==> src/rtl/demux1ne6_sekuencial.sv <==
// ============================================================================
//  Module      : demux1ne6_sekuencial
//  Description : Sequential 1-to-6 demultiplexer with a ready/valid accept
//                phase, a stallable write phase and a sticky bad-select flag.
//  Revision    : 1.0 - initial release
// ============================================================================
`default_nettype none

module demux1ne6_sekuencial #(
    parameter int WIDTH = 16
) (
    input  logic             Clock,
    input  logic             Reset,
    input  logic [WIDTH-1:0] Hyrja,
    input  logic [2:0]       S,
    input  logic             Valid,
    input  logic             Ndal,
    output logic             Gati,
    output logic [WIDTH-1:0] Dalja0,
    output logic [WIDTH-1:0] Dalja1,
    output logic [WIDTH-1:0] Dalja2,
    output logic [WIDTH-1:0] Dalja3,
    output logic [WIDTH-1:0] Dalja4,
    output logic [WIDTH-1:0] Dalja5,
    output logic [5:0]       Shkruar,
    output logic             Gabim,
    output logic [3:0]       Numri
);

    typedef enum logic [1:0] {
        INIT   = 2'd0,
        PRANIM = 2'd1,
        SHKRIM = 2'd2
    } state_t;

    state_t           r_state;
    state_t           w_next_state;
    logic [WIDTH-1:0] r_data;
    logic [2:0]       r_sel;
    logic [WIDTH-1:0] r_dalja [6];
    logic [5:0]       r_shkruar;
    logic             r_gabim;
    logic [3:0]       r_numri;

    logic             w_write;
    logic             w_bad;
    logic [5:0]       w_onehot;

    // A pending write completes only when not stalled; the select decides
    // whether it lands in a register or raises the error flag.
    assign w_write  = (r_state == SHKRIM) && !Ndal && (r_sel <= 3'd5);
    assign w_bad    = (r_state == SHKRIM) && !Ndal && (r_sel > 3'd5);
    assign w_onehot = 6'b000001 << r_sel;

    always_ff @(posedge Clock or posedge Reset) begin
        if (Reset) begin
            r_state <= INIT;
        end else begin
            r_state <= w_next_state;
        end
    end

    always_comb begin
        w_next_state = r_state;
        Gati         = 1'b0;
        case (r_state)
            INIT: begin
                w_next_state = PRANIM;
            end
            PRANIM: begin
                Gati = 1'b1;
                if (Valid) begin
                    w_next_state = SHKRIM;
                end
            end
            SHKRIM: begin
                if (!Ndal) begin
                    w_next_state = PRANIM;
                end
            end
            default: begin
                w_next_state = INIT;
            end
        endcase
    end

    always_ff @(posedge Clock or posedge Reset) begin
        if (Reset) begin
            r_data    <= '0;
            r_sel     <= '0;
            r_shkruar <= '0;
            r_gabim   <= 1'b0;
            r_numri   <= '0;
        end else begin
            if ((r_state == PRANIM) && Valid) begin
                r_data <= Hyrja;
                r_sel  <= S;
            end
            r_shkruar <= w_write ? w_onehot : 6'b000000;
            if (w_bad) begin
                r_gabim <= 1'b1;
            end
            if (w_write) begin
                r_numri <= r_numri + 4'd1;
            end
        end
    end

    generate
        for (genvar k = 0; k < 6; k++) begin : g_dalja
            always_ff @(posedge Clock or posedge Reset) begin
                if (Reset) begin
                    r_dalja[k] <= '0;
                end else if (w_write && (r_sel == 3'(k))) begin
                    r_dalja[k] <= r_data;
                end
            end
        end
    endgenerate

    assign Dalja0  = r_dalja[0];
    assign Dalja1  = r_dalja[1];
    assign Dalja2  = r_dalja[2];
    assign Dalja3  = r_dalja[3];
    assign Dalja4  = r_dalja[4];
    assign Dalja5  = r_dalja[5];
    assign Shkruar = r_shkruar;
    assign Gabim   = r_gabim;
    assign Numri   = r_numri;

endmodule

`default_nettype wire

==> config.mk <==
export PLATFORM = sky130hd
export DESIGN_NAME = demux1ne6_sekuencial
export DESIGN_NICKNAME = d
export VERILOG_FILES = /design/src/rtl/demux1ne6_sekuencial.sv
export SDC_FILE = /design/constraint.sdc
export NUM_CORES = 1
export LEC_CHECK = 0
export BUFFER_PORTS_ARGS = -buffer_cell sky130_fd_sc_hd__buf_2
export CAP_MARGIN = 10
export CORE_ASPECT_RATIO = 2
export CORE_MARGIN = 5
export CORE_UTILIZATION = 45
export CTS_CLUSTER_DIAMETER = 120
export DETAILED_ROUTE_END_ITERATION = 10
export HOLD_SLACK_MARGIN = 0.05
export PLACE_DENSITY = 0.67
export SLEW_MARGIN = 10
export SYNTH_ARGS = -nofsm -noshare
export SYNTH_HDL_FRONTEND = slang
export SYNTH_SLANG_ARGS = --single-unit
export TNS_END_PERCENT = 100
==> constraint.sdc <==
create_clock -name Clock -period 8.3 [get_ports Clock]
set_input_delay 0.83 -clock Clock [delete_from_list [all_inputs] [get_ports Clock]]
set_output_delay 0.83 -clock Clock [all_outputs]
set_load 0.005 [all_outputs]
==> results.md, run 1 <==
- Max cap viols: 0
- Setup WS post-layout: 6.10 ns
- Pre-antenna DRT Iters: 4
- Worst vdd ir: 0.000179 V
- Non-Filler Instances: 577
- Final hold violation count: 0
- Synthesized area per cell: 16.9 sq um
- Hold_buf cts: 0
- Mapped Cells: 285
- DRT iter0 DRCs: 78
- Logic pwr share: 22.8%
- Post-Syn Nets: 309
- CTS Buffer Depth: 2
- Final instance area: 0.00618 sq mm
- Crit. Startpoint: Ndal
- CTS Buf Count: 17
- WS Path Type: input pin to flip-flop
- EDFF count, synth: 0
- Post-CTS Setup Repair Bufs: 0
- Post-route DRC: 0
- Routed Antenna Nets: 0
- Hold Crit Class: flip-flop to flip-flop
- RSZ-0062 raised after global routing: no
- Grt total ovfl: 0
- Clk sinks: 128
- Post-synth top area share: 66.4%
- Worst EP arrival: 2.49 ns
- Worst-case clock skew: 0.00970 ns
- PwrDens: 374 mW/mm^2
- Final Max Tran Viols: 0
- Worst Min Path Start: Gabim$_DFFE_PP0P_
- Starting Density: 45.8%
- Clock share of power: 32.0%
- Via count: 2,891
- Worst-skew pair later-pin latency: 0.41 ns
- Final setup viols: 0
- Type of origin of the critical path: input pin
- Fill cells: 828
- Cell Area, Synth: 0.00483 sq mm
- Worst r2r src: r_sel[2]$_DFFE_PP0P_
- Synth cell types: 22
- Slew headroom: 38.7%
- Synth area leader: dfrtp_1
- Initial antenna violation count: 0
- Kind of end point of the critical path: flip-flop
- CTS clk-pin slew, worst paths: 0.06 ns
- Hold WS: 0.463 ns
- Switch share: 29.7%
- Number of H-tree levels: 4
- Hpwl dp: 7.83 mm
- Fin nets: 451
- Internal: 1630 uW
- Ys flop type: dfrtp_1
- Setup TNS: 0 ns
- Period utilization: 26.5%
- Routed wire per std cell: 19.2 microns
- Outcome: finished clean
- IO Count: 131
- Crit Path Max Fanout: 17
- Worst-Margin Slew: 0.920 ns
- Total core area: 0.0105 sq mm
- Yosys reg bits: 128
- # resized after CTS: 0
- Root buffer cell: clkbuf_16
- Number of port buffers: 130
- Num rows: 53
- Commonest non-fill, non-tap cell in the layout: buf_2
- Psw: 688 uW
- First-pass GRT wire length: 18.0 mm
- DIE AREA: 0.0130 sq mm
- Min Tclk post-route: 2.20 ns
- Die H: 156 microns
- Syn-to-layout area delta: 28.1%
- Vias in the first global route: 3,223
- Register area share after synthesis: 66.4%
- Reg power frac: 45.2%
- RD Place Congestion: 0.742
- Commonest non-fill, non-tap cells in the layout: buf_2, dfrtp_1, mux2_2
- Max Fclk: 455 MHz
- Synth area leaders: dfrtp_1, mux2_2, buf_6
- DP Area: 0.00559 sq mm
- N_diodes: 0
- Total GRT Usage: 18.3%
- Synthesis Warnings: 0
- Share of cells above drive strength 1: 65.5%
- Async SR Flop Fraction: 100%
- Worst slack, placed: 5.63 ns
- LEAKAGE: 0.00337 uW
- Pin count of the biggest net entering global routing: 75
- Cell count after placement: 545
- Overall routed net length: 11.1 mm
- CTS tree: yes
- Die width: 83.2 microns
- Via-per-instance ratio: 5.01
- Worst EP required: 8.59 ns
cell families after synthesis:
family | synth area share, %
compound gates | 0.441
xor+xnor | 0.545
fa+ha+maj | 0.259
buf+inv | 2.13
flops | 66.4
mux | 27.1
simple gates | 3.19
flip-flops by register name, indices dropped and copies added, names as in the netlist:
name	count
Dalja0	16
Dalja1	16
Dalja2	16
Dalja3	16
Dalja4	16
Dalja5	16
Gabim	1
Numri	4
Shkruar	6
r_data	16
r_sel	3
r_state	2
power groups by stage:
| stage | clock network, uW | registers, uW | logic (uW) |
|---|---|---|---|
| 5_1_grt | 781 | 1080 | 583 |
| 3_5_place_dp | 0 | 1060 | 541 |
| 6_report | 742 | 1040 | 527 |
| 3_3_place_gp | 0 | 1050 | 523 |
| 4_1_cts | 758 | 1050 | 543 |
| 2_1_floorplan | 0 | 1020 | 275 |
synthesized netlist by cell type, types with 2 or more instances:
library cell    n
xnor2_1         3
nor2b_1         2
inv_1           6
nand2_1         3
dfrtp_1       128
nand3_1         2
and3_1          2
clkbuf_1        2
nand3_2         2
nand2_2         2
buf_6           6
mux2_2        116
nand3b_1        2
critical path: stages:
cell,delay [ns]
buf_2,0.13
nor4b_4,0.37
and3_1,0.73
mux2_2,0.41
routing by layer:
| layer | vias up | part of all wire, % | routed length, microns | GRT usage, % |
|---|---|---|---|---|
| met5 | - | 0 | 0 | 0 |
| met4 | 0 | 2.2 | 248 | 8.03 |
| met3 | 18 | 4.9 | 546 | 5.06 |
| met2 | 88 | 58 | 6430 | 34.3 |
| met1 | 1490 | 35 | 3880 | 18.6 |
| li1 | 1295 | - | - | - |
cell type report:
| type | instances | area (sq um) | area share, % |
|---|---|---|---|
| Sequential cell | 128 | 3200 | 51.8 |
| Multi-Input combinational cell | 142 | 1520 | 24.6 |
| Timing Repair Buffer | 132 | 666 | 10.8 |
| Clock buffer | 19 | 443 | 7.17 |
| Tap cell | 137 | 171 | 2.77 |
| Clock inverter | 13 | 153 | 2.47 |
| Inverter | 6 | 25.0 | 0.405 |
path summary, 6_finish.rpt:
path	endpoint	slack, ns	cells past startpoint
min in group asynchronous	Dalja0[14]$_DFFE_PP0P_	0.62	2
max	Dalja3[4]$_DFFE_PP0P_	6.10	4
max reg2reg	Dalja3[4]$_DFFE_PP0P_	6.10	3
min reg2reg	Gabim$_DFFE_PP0P_	0.46	1
max in group asynchronous	Dalja3[5]$_DFFE_PP0P_	6.42	3
min	Gabim$_DFFE_PP0P_	0.46	1
through the flow:
step                      power, uW  utilization [%]
after floorplan                1290                -
after global placement         1570             53.0
after detailed placement       1600             53.0
after CTS                      2350             58.6
after global routing           2440             58.6
final                          2310             58.6
No activity file was read; power rests on OpenSTA's default activity.
==> inputs of run 2 (changes only) <==
clock period = 2.2 ns   (was 8.3 ns; I/O delays follow)
==> run 2 against run 1 <==
Against the previous run:
- clock power grew to 3.8 times the previous value
- register-to-register slack worse by 5.8 ns
- count of clock-buffer cells in the layout is 1 lower
- global-route usage is 0.47 points higher
- first-iteration DRC count is 18% lower
- worst hold slack worse by 0.40 ns
- clock skew is 0.0022 ns lower
- cell count is 4.3% higher
- critical endpoint is now Dalja3[6]$_DFFE_PP0P_
- largest power group unchanged
==> results.md, run 2 (same netlist as run 1, synthesis figures left out) <==
- Hold Crit Class: input pin to flip-flop
- R2R Setup Slk: 0.29 ns (-5.81 ns)
- Worst hold path stage count: 2 (+1)
- Total power: 8830 uW (+280%)
- Worst-Margin Slew: 0.608 ns (-0.312 ns)
- WS Path Type: flip-flop to flip-flop
- Worst EP arrival: 2.20 ns (-0.29 ns)
- Total core area: 0.0105 sq mm (unchanged)
- Worst EP required: 2.49 ns (-6.10 ns)
- Commonest non-fill, non-tap cells in the layout: buf_2, dfrtp_1, mux2_2
- Final Max Tran Viols: 0 (unchanged)
- Via-per-instance ratio: 4.97 (-0.77%)
- Non-Filler Instances: 602 (+4.3%)
- Vias in the first global route: 3,384 (+5.0%)
- Cell count after placement: 553 (+1.5%)
- Crit path cell chain: nor4b_4, and3_1, buf_4, mux2_2
- Kind of end point of the critical path: flip-flop
- Grt total ovfl: 0 (unchanged)
- CP peak stage delay: 0.47 ns (-0.26 ns)
- Die H: 156 microns (unchanged)
- Hpwl dp: 8.09 mm (+3.3%)
- Clk sinks: 128 (unchanged)
- Root buffer cell: clkbuf_16
- RSZ-0062 raised after global routing: no
- Worst vdd ir: 0.000807 V (+350%)
- Fin nets: 476 (+5.5%)
- Routed Antenna Nets: 0 (unchanged)
- IO Count: 131 (unchanged)
- Crit-path slowest cell: nor4b_4
- Worst R2R Path Depth: 4 (+1)
- Number of port buffers: 130 (unchanged)
- R2R Path End: Dalja3[6]$_DFFE_PP0P_
- Final hold violation count: 0 (unchanged)
- Pin count of the biggest net entering global routing: 45 (-40%)
- CTS Buffer Depth: 2 (unchanged)
- Min Tclk post-route: 1.91 ns
- Syn-to-layout area delta: 34.1%
- Routed wire per std cell: 19.0 microns (-1.5%)
- Worst-skew pair later-pin latency: 0.41 ns (about the same)
- CTS tree: yes
- Total GRT Usage: 18.7% (+0.47 points)
- Die width: 83.2 microns (unchanged)
- Max cap viols: 0 (unchanged)
- Max Fclk: 525 MHz
- Worst slack, placed: 0.297 ns (-5.34 ns)
- Outcome: finished clean
- # resized after CTS: 0 (unchanged)
- Setup TNS: 0 ns (unchanged)
- DIE AREA: 0.0130 sq mm (unchanged)
- Commonest non-fill, non-tap cell in the layout: buf_2
- Crit Path Max Fanout: 17 (unchanged)
- Initial antenna violation count: 0 (unchanged)
- LEAKAGE: 0.00349 uW (+3.7%)
- RD Place Congestion: 0.750 (+1.1%)
- Pre-antenna DRT Iters: 4 (unchanged)
- Setup WS post-layout: 0.294 ns (-5.81 ns)
- Type of origin of the critical path: flip-flop
- CTS Buf Count: 17 (unchanged)
- N_diodes: 0 (unchanged)
- First-pass GRT wire length: 18.6 mm (+3.1%)
- Worst r2r src: r_sel[2]$_DFFE_PP0P_
- Final setup viols: 0 (unchanged)
- Final design utilization: 61.4% (+2.8 points)
- Worst Min Path Start: Hyrja[8]
- Period utilization: 86.7%
- Via count: 2,993 (+3.5%)
- PwrDens: 1360 mW/mm^2 (+260%)
- Number of H-tree levels: 4 (unchanged)
- Num rows: 53 (unchanged)
- DRT iter0 DRCs: 64 (-18%)
- Starting Density: 45.8% (unchanged)
- Overall routed net length: 11.4 mm (+2.7%)
- Share of cells above drive strength 1: 63.9% (-1.6 points)
- Post-route DRC: 0 (unchanged)
- Slew headroom: 59.4% (+21 points)
- CTS clk-pin slew, worst paths: 0.06 ns (about the same)
- Worst Hold End: r_data[8]$_DFFE_PP0P_
- Worst-case clock skew: 0.00751 ns (-0.00218 ns)
==> run 2: changes by cell type in the layout (fill, tap and decap cells not counted) <==
| cell | previous run | this run |
|---|---|---|
| inv_6 | 4 | 1 |
| clkbuf_1 | 1 | 0 |
| dlygate4sd3_1 | 0 | 17 |
| bufinv_16 | 2 | 3 |
| clkinvlp_4 | 2 | 6 |
| clkinv_2 | 1 | 4 |
| clkinv_4 | 3 | 1 |
| buf_12 | 0 | 4 |
| buf_4 | 2 | 6 |
| inv_8 | 1 | 0 |
| inv_4 | 1 | 0 |
==> run 2: worst max-delay path by stage <==
stage	cells past startpoint	from	end	slack (ns)
after global placement	4	r_sel[2]$_DFFE_PP0P_	Dalja3[5]$_DFFE_PP0P_	0.34
after detailed placement	4	r_sel[2]$_DFFE_PP0P_	Dalja3[11]$_DFFE_PP0P_	0.30
final	4	r_sel[2]$_DFFE_PP0P_	Dalja3[6]$_DFFE_PP0P_	0.29
after CTS	4	r_sel[2]$_DFFE_PP0P_	Dalja3[6]$_DFFE_PP0P_	0.28
after global routing	4	r_sel[2]$_DFFE_PP0P_	Dalja3[11]$_DFFE_PP0P_	0.21
after floorplan	1	Reset	Dalja0[0]$_DFFE_PP0P_	0.40
==> run 2: stage by stage <==
stage	hold WS [ns]	instance area, sq um
6_report	0.0622	6470
5_1_grt	0.0605	6470
4_1_cts	0.0504	6470
3_5_place_dp	0.324	5700
3_3_place_gp	0.319	5700
2_1_floorplan	0.306	4830
==> run 2: cell type report <==
type / count / area [sq um]
Inverter: 6 / 26.3
Fill cell: 834 / 4070
Clock buffer: 18 / 439
Multi-Input combinational cell: 142 / 1520
Clock inverter: 14 / 165
Timing Repair Buffer: 157 / 946
Tap cell: 137 / 171
Sequential cell: 128 / 3200
==> run 2: worst max-delay path, delay by kind of cell, from the launching register on <==
family | cells | cell delay (ns)
and+or+nand+nor | 2 | 0.68
DFF | 1 | 0.46
muxes | 1 | 0.38
buffers and inverters | 1 | 0.27
==> run 2: per-layer routing <==
| layer | GRT usage, % | up-vias | wire length, microns |
|---|---|---|---|
| met5 | 0 | - | 0 |
| met4 | 8.81 | 0 | 259 |
| met3 | 4.85 | 21 | 585 |
| met2 | 34.5 | 95 | 6540 |
| met1 | 19.7 | 1538 | 4030 |
| li1 | - | 1339 | - |
==> run 2: where the power goes <==
group | total (uW) | leakage, uW | internal [uW] | switching (uW)
registers | 3970 | 0.00168 | 3210 | 761
logic | 2050 | 0.00153 | 1260 | 788
clock network | 2810 | 0.000284 | 1800 | 1010
total | 8830 | 0.00349 | 6270 | 2560
==> run 2: repair_timing <==
| action | in CTS | in global routing |
|---|---|---|
| endpoints found under the hold margin | 38 | 0 |
| hold buffers | 17 | 0 |
| buffers inserted | 0 | 0 |
==> inputs of run 3 (changes only) <==
PLACE_DENSITY = 0.8   (was 0.67)
==> run 3 against run 2 <==
Against the previous run:
- wire length increased by 0.54%
- fmax up 0.51%
- first-iteration DRC count increased by 39%
- via count shrank 0.90%
- clock skew rose by 0.0041 ns
- core utilization decreased by 0.68 points
- sequential power about the same
- die area unchanged
- global-route usage about the same
- clock power down 3%
- worst hold slack improved by 0.0097 ns
==> results.md, run 3 (same netlist as run 1, synthesis figures left out) <==
- Max cap viols: 0 (unchanged)
- # resized after CTS: 0 (unchanged)
- PwrDens: 1370 mW/mm^2 (+0.21%)
- Post-CTS Setup Repair Bufs: 0 (unchanged)
- LEAKAGE: 0.00347 uW (-0.61%)
- DRT iter0 DRCs: 89 (+39%)
- Max Fclk: 527 MHz (+0.51%)
- Number of port buffers: 130 (unchanged)
- Share of cells above drive strength 1: 63.3% (-0.55 points)
- RD Place Congestion: 0.781 (+4.1%)
- Num rows: 53 (unchanged)
- Met3 wire len: 530 microns (-9.4%)
- Worst slack, placed: 0.317 ns (+0.0204 ns)
- Commonest non-fill, non-tap cell in the layout: buf_2
- Logic pwr share: 23.5% (+0.3 points)
- Worst-Margin Slew: 0.751 ns (+0.143 ns)
- Setup TNS: 0 ns (unchanged)
- Pin count of the biggest net entering global routing: 50 (+11%)
- Hpwl dp: 8.21 mm (+1.5%)
- Kind of end point of the critical path: flip-flop
- Die H: 156 microns (unchanged)
- Crit Path Max Fanout: 17 (unchanged)
- Internal: 6250 uW (-0.25%)
- N_diodes: 0 (unchanged)
- Worst-skew pair later-pin latency: 0.41 ns (about the same)
- Fill cells: 810 (-2.9%)
- Worst-case clock skew: 0.0116 ns (+0.00408 ns)
- Crit path cell chain: nor4b_4, and3_1, buf_4, mux2_2
- Grt total ovfl: 0 (unchanged)
- Met2 wire len: 6.65 mm (+1.8%)
- Final Max Tran Viols: 0 (unchanged)
- Reg power frac: 45.4% (+0.4 points)
- Final hold violation count: 0 (unchanged)
- Worst r2r src: r_sel[2]$_DFFE_PP0P_
- Worst Min Path Start: Hyrja[10]
- Seq. cell area: 0.00320 sq mm (unchanged)
- Worst EP required: 2.49 ns (about the same)
- Total core area: 0.0105 sq mm (unchanged)
- Total power: 8750 uW (-0.90%)
- Slew headroom: 49.8% (-9.5 points)
- Worst hold path stage count: 2 (unchanged)
- Hold Crit Class: input pin to flip-flop
- Crit-path slowest cell: nor4b_4
- Overall routed net length: 11.5 mm (+0.54%)
- Psw: 2490 uW (-2.5%)
- Period utilization: 86.2% (-0.44 points)
- Starting Density: 45.8% (unchanged)
- First-pass GRT wire length: 18.4 mm (-1.0%)
- CTS clk-pin slew, worst paths: 0.06 ns (about the same)
- Max Used Layer: met4
- Routed Antenna Nets: 0 (unchanged)
- CTS Buffer Depth: 2 (unchanged)
- Multi-input logic area: 0.00152 sq mm (unchanged)
- R2R Setup Slk: 0.30 ns (about the same)
- Worst vdd ir: 0.000894 V (+11%)
- Setup WS post-layout: 0.303 ns (+0.00969 ns)
- WS Path Type: flip-flop to flip-flop
- R2R Path End: Dalja3[6]$_DFFE_PP0P_
- Via-per-instance ratio: 4.98 (+0.26%)
- Commonest non-fill, non-tap cells in the layout: buf_2, dfrtp_1, mux2_2
- Total GRT Usage: 18.8% (+0.034 points)
- Initial antenna violation count: 0 (unchanged)
- Met1 wire length: 4.03 mm (about the same)
- Via count: 2,966 (-0.90%)
- CTS Buf Count: 17 (unchanged)
- RSZ-0062 raised after global routing: no
- Fin nets: 472 (-0.84%)
- Outcome: finished clean
- DIE AREA: 0.0130 sq mm (unchanged)
- Syn-to-layout area delta: 32.6%
- Pre-antenna DRT Iters: 4 (unchanged)
- Post-route DRC: 0 (unchanged)
- CP peak stage delay: 0.48 ns (about the same)
- Min Tclk post-route: 1.90 ns (-0.00969 ns)
- Hold WS: 0.0719 ns (+0.00966 ns)
- Clock share of power: 31.1% (-0.8 points)
- Routed wire per std cell: 19.3 microns (+1.7%)
- Worst Hold End: r_data[10]$_DFFE_PP0P_
- Clk sinks: 128 (unchanged)
- Worst R2R Path Depth: 4 (unchanged)
- IO Count: 131 (unchanged)
- Vias in the first global route: 3,313 (-2.1%)
- Switch share: 28.5% (-0.46 points)
- Die width: 83.2 microns (unchanged)
- Type of origin of the critical path: flip-flop
- Worst EP arrival: 2.18 ns (-0.02 ns)
- Root buffer cell: clkbuf_16
- Final setup viols: 0 (unchanged)
- CTS tree: yes
- Number of H-tree levels: 4 (unchanged)
-- run 3: changes by cell type in the layout (fill, tap and decap cells not counted), moves of 2 or more --
| cell | before | now |
|---|---|---|
| clkbuf_8 | 1 | 5 |
| clkinvlp_4 | 6 | 1 |
| clkinv_2 | 4 | 2 |
| dlygate4sd3_1 | 17 | 15 |
| clkbuf_1 | 0 | 2 |
-- run 3: through the flow --
stage          instance area (sq um)  util (%)  instances
4_1_cts                         6400      60.7        595
2_1_floorplan                   4830         -        285
5_1_grt                         6400      60.7        595
3_3_place_gp                    5670      53.8        551
6_report                        6400      60.7        595
3_5_place_dp                    5670      53.8        551
-- run 3: routing by layer --
layer	up-vias	track usage (%)
li1	1331	-
met1	1535	19.0
met2	83	35.1
met3	17	5.64
met4	0	8.11
met5	-	0
-- run 3: what timing repair did --
action / CTS / global route
endpoints found under the hold margin: 46 / 0
hold buffers: 15 / 0
setup endpoints to repair: 0 / 0
-- run 3: power groups by stage --
stage               clock network, uW  registers, uW  logic, uW
CTS                              2770           3980       2100
floorplan                           0           3840       1040
finish                           2720           3980       2050
global placement                    0           3970       1990
global route                     2890           4090       2250
detailed placement                  0           4010       2070
-- run 3: how the worst max path moves through the flow --
stage / from / endpoint / slack, ns / depth (start not counted)
5_1_grt: r_sel[2]$_DFFE_PP0P_ / Dalja3[5]$_DFFE_PP0P_ / 0.23 / 4
3_3_place_gp: r_sel[2]$_DFFE_PP0P_ / Dalja3[7]$_DFFE_PP0P_ / 0.35 / 4
4_1_cts: r_sel[2]$_DFFE_PP0P_ / Dalja3[6]$_DFFE_PP0P_ / 0.30 / 4
6_report: r_sel[2]$_DFFE_PP0P_ / Dalja3[6]$_DFFE_PP0P_ / 0.30 / 4
2_1_floorplan: Reset / Dalja0[0]$_DFFE_PP0P_ / 0.40 / 1
3_5_place_dp: r_sel[2]$_DFFE_PP0P_ / Dalja3[6]$_DFFE_PP0P_ / 0.32 / 4
-- run 3: final cells by class --
type | instances | share of cell area (%)
Multi-Input combinational cell | 142 | 23.8
Timing Repair Buffer | 153 | 14.0
Sequential cell | 128 | 50.0
Clock inverter | 5 | 1.23
Tap cell | 137 | 2.68
Clock buffer | 24 | 7.84
Inverter | 6 | 0.411
-- run 3: critical path, delay by kind of cell, from the launching register on --
family / cells / cell delay, ns
AND/OR/NAND/NOR: 2 / 0.69
flip-flops: 1 / 0.46
buffers and inverters: 1 / 0.25
multiplexers: 1 / 0.38
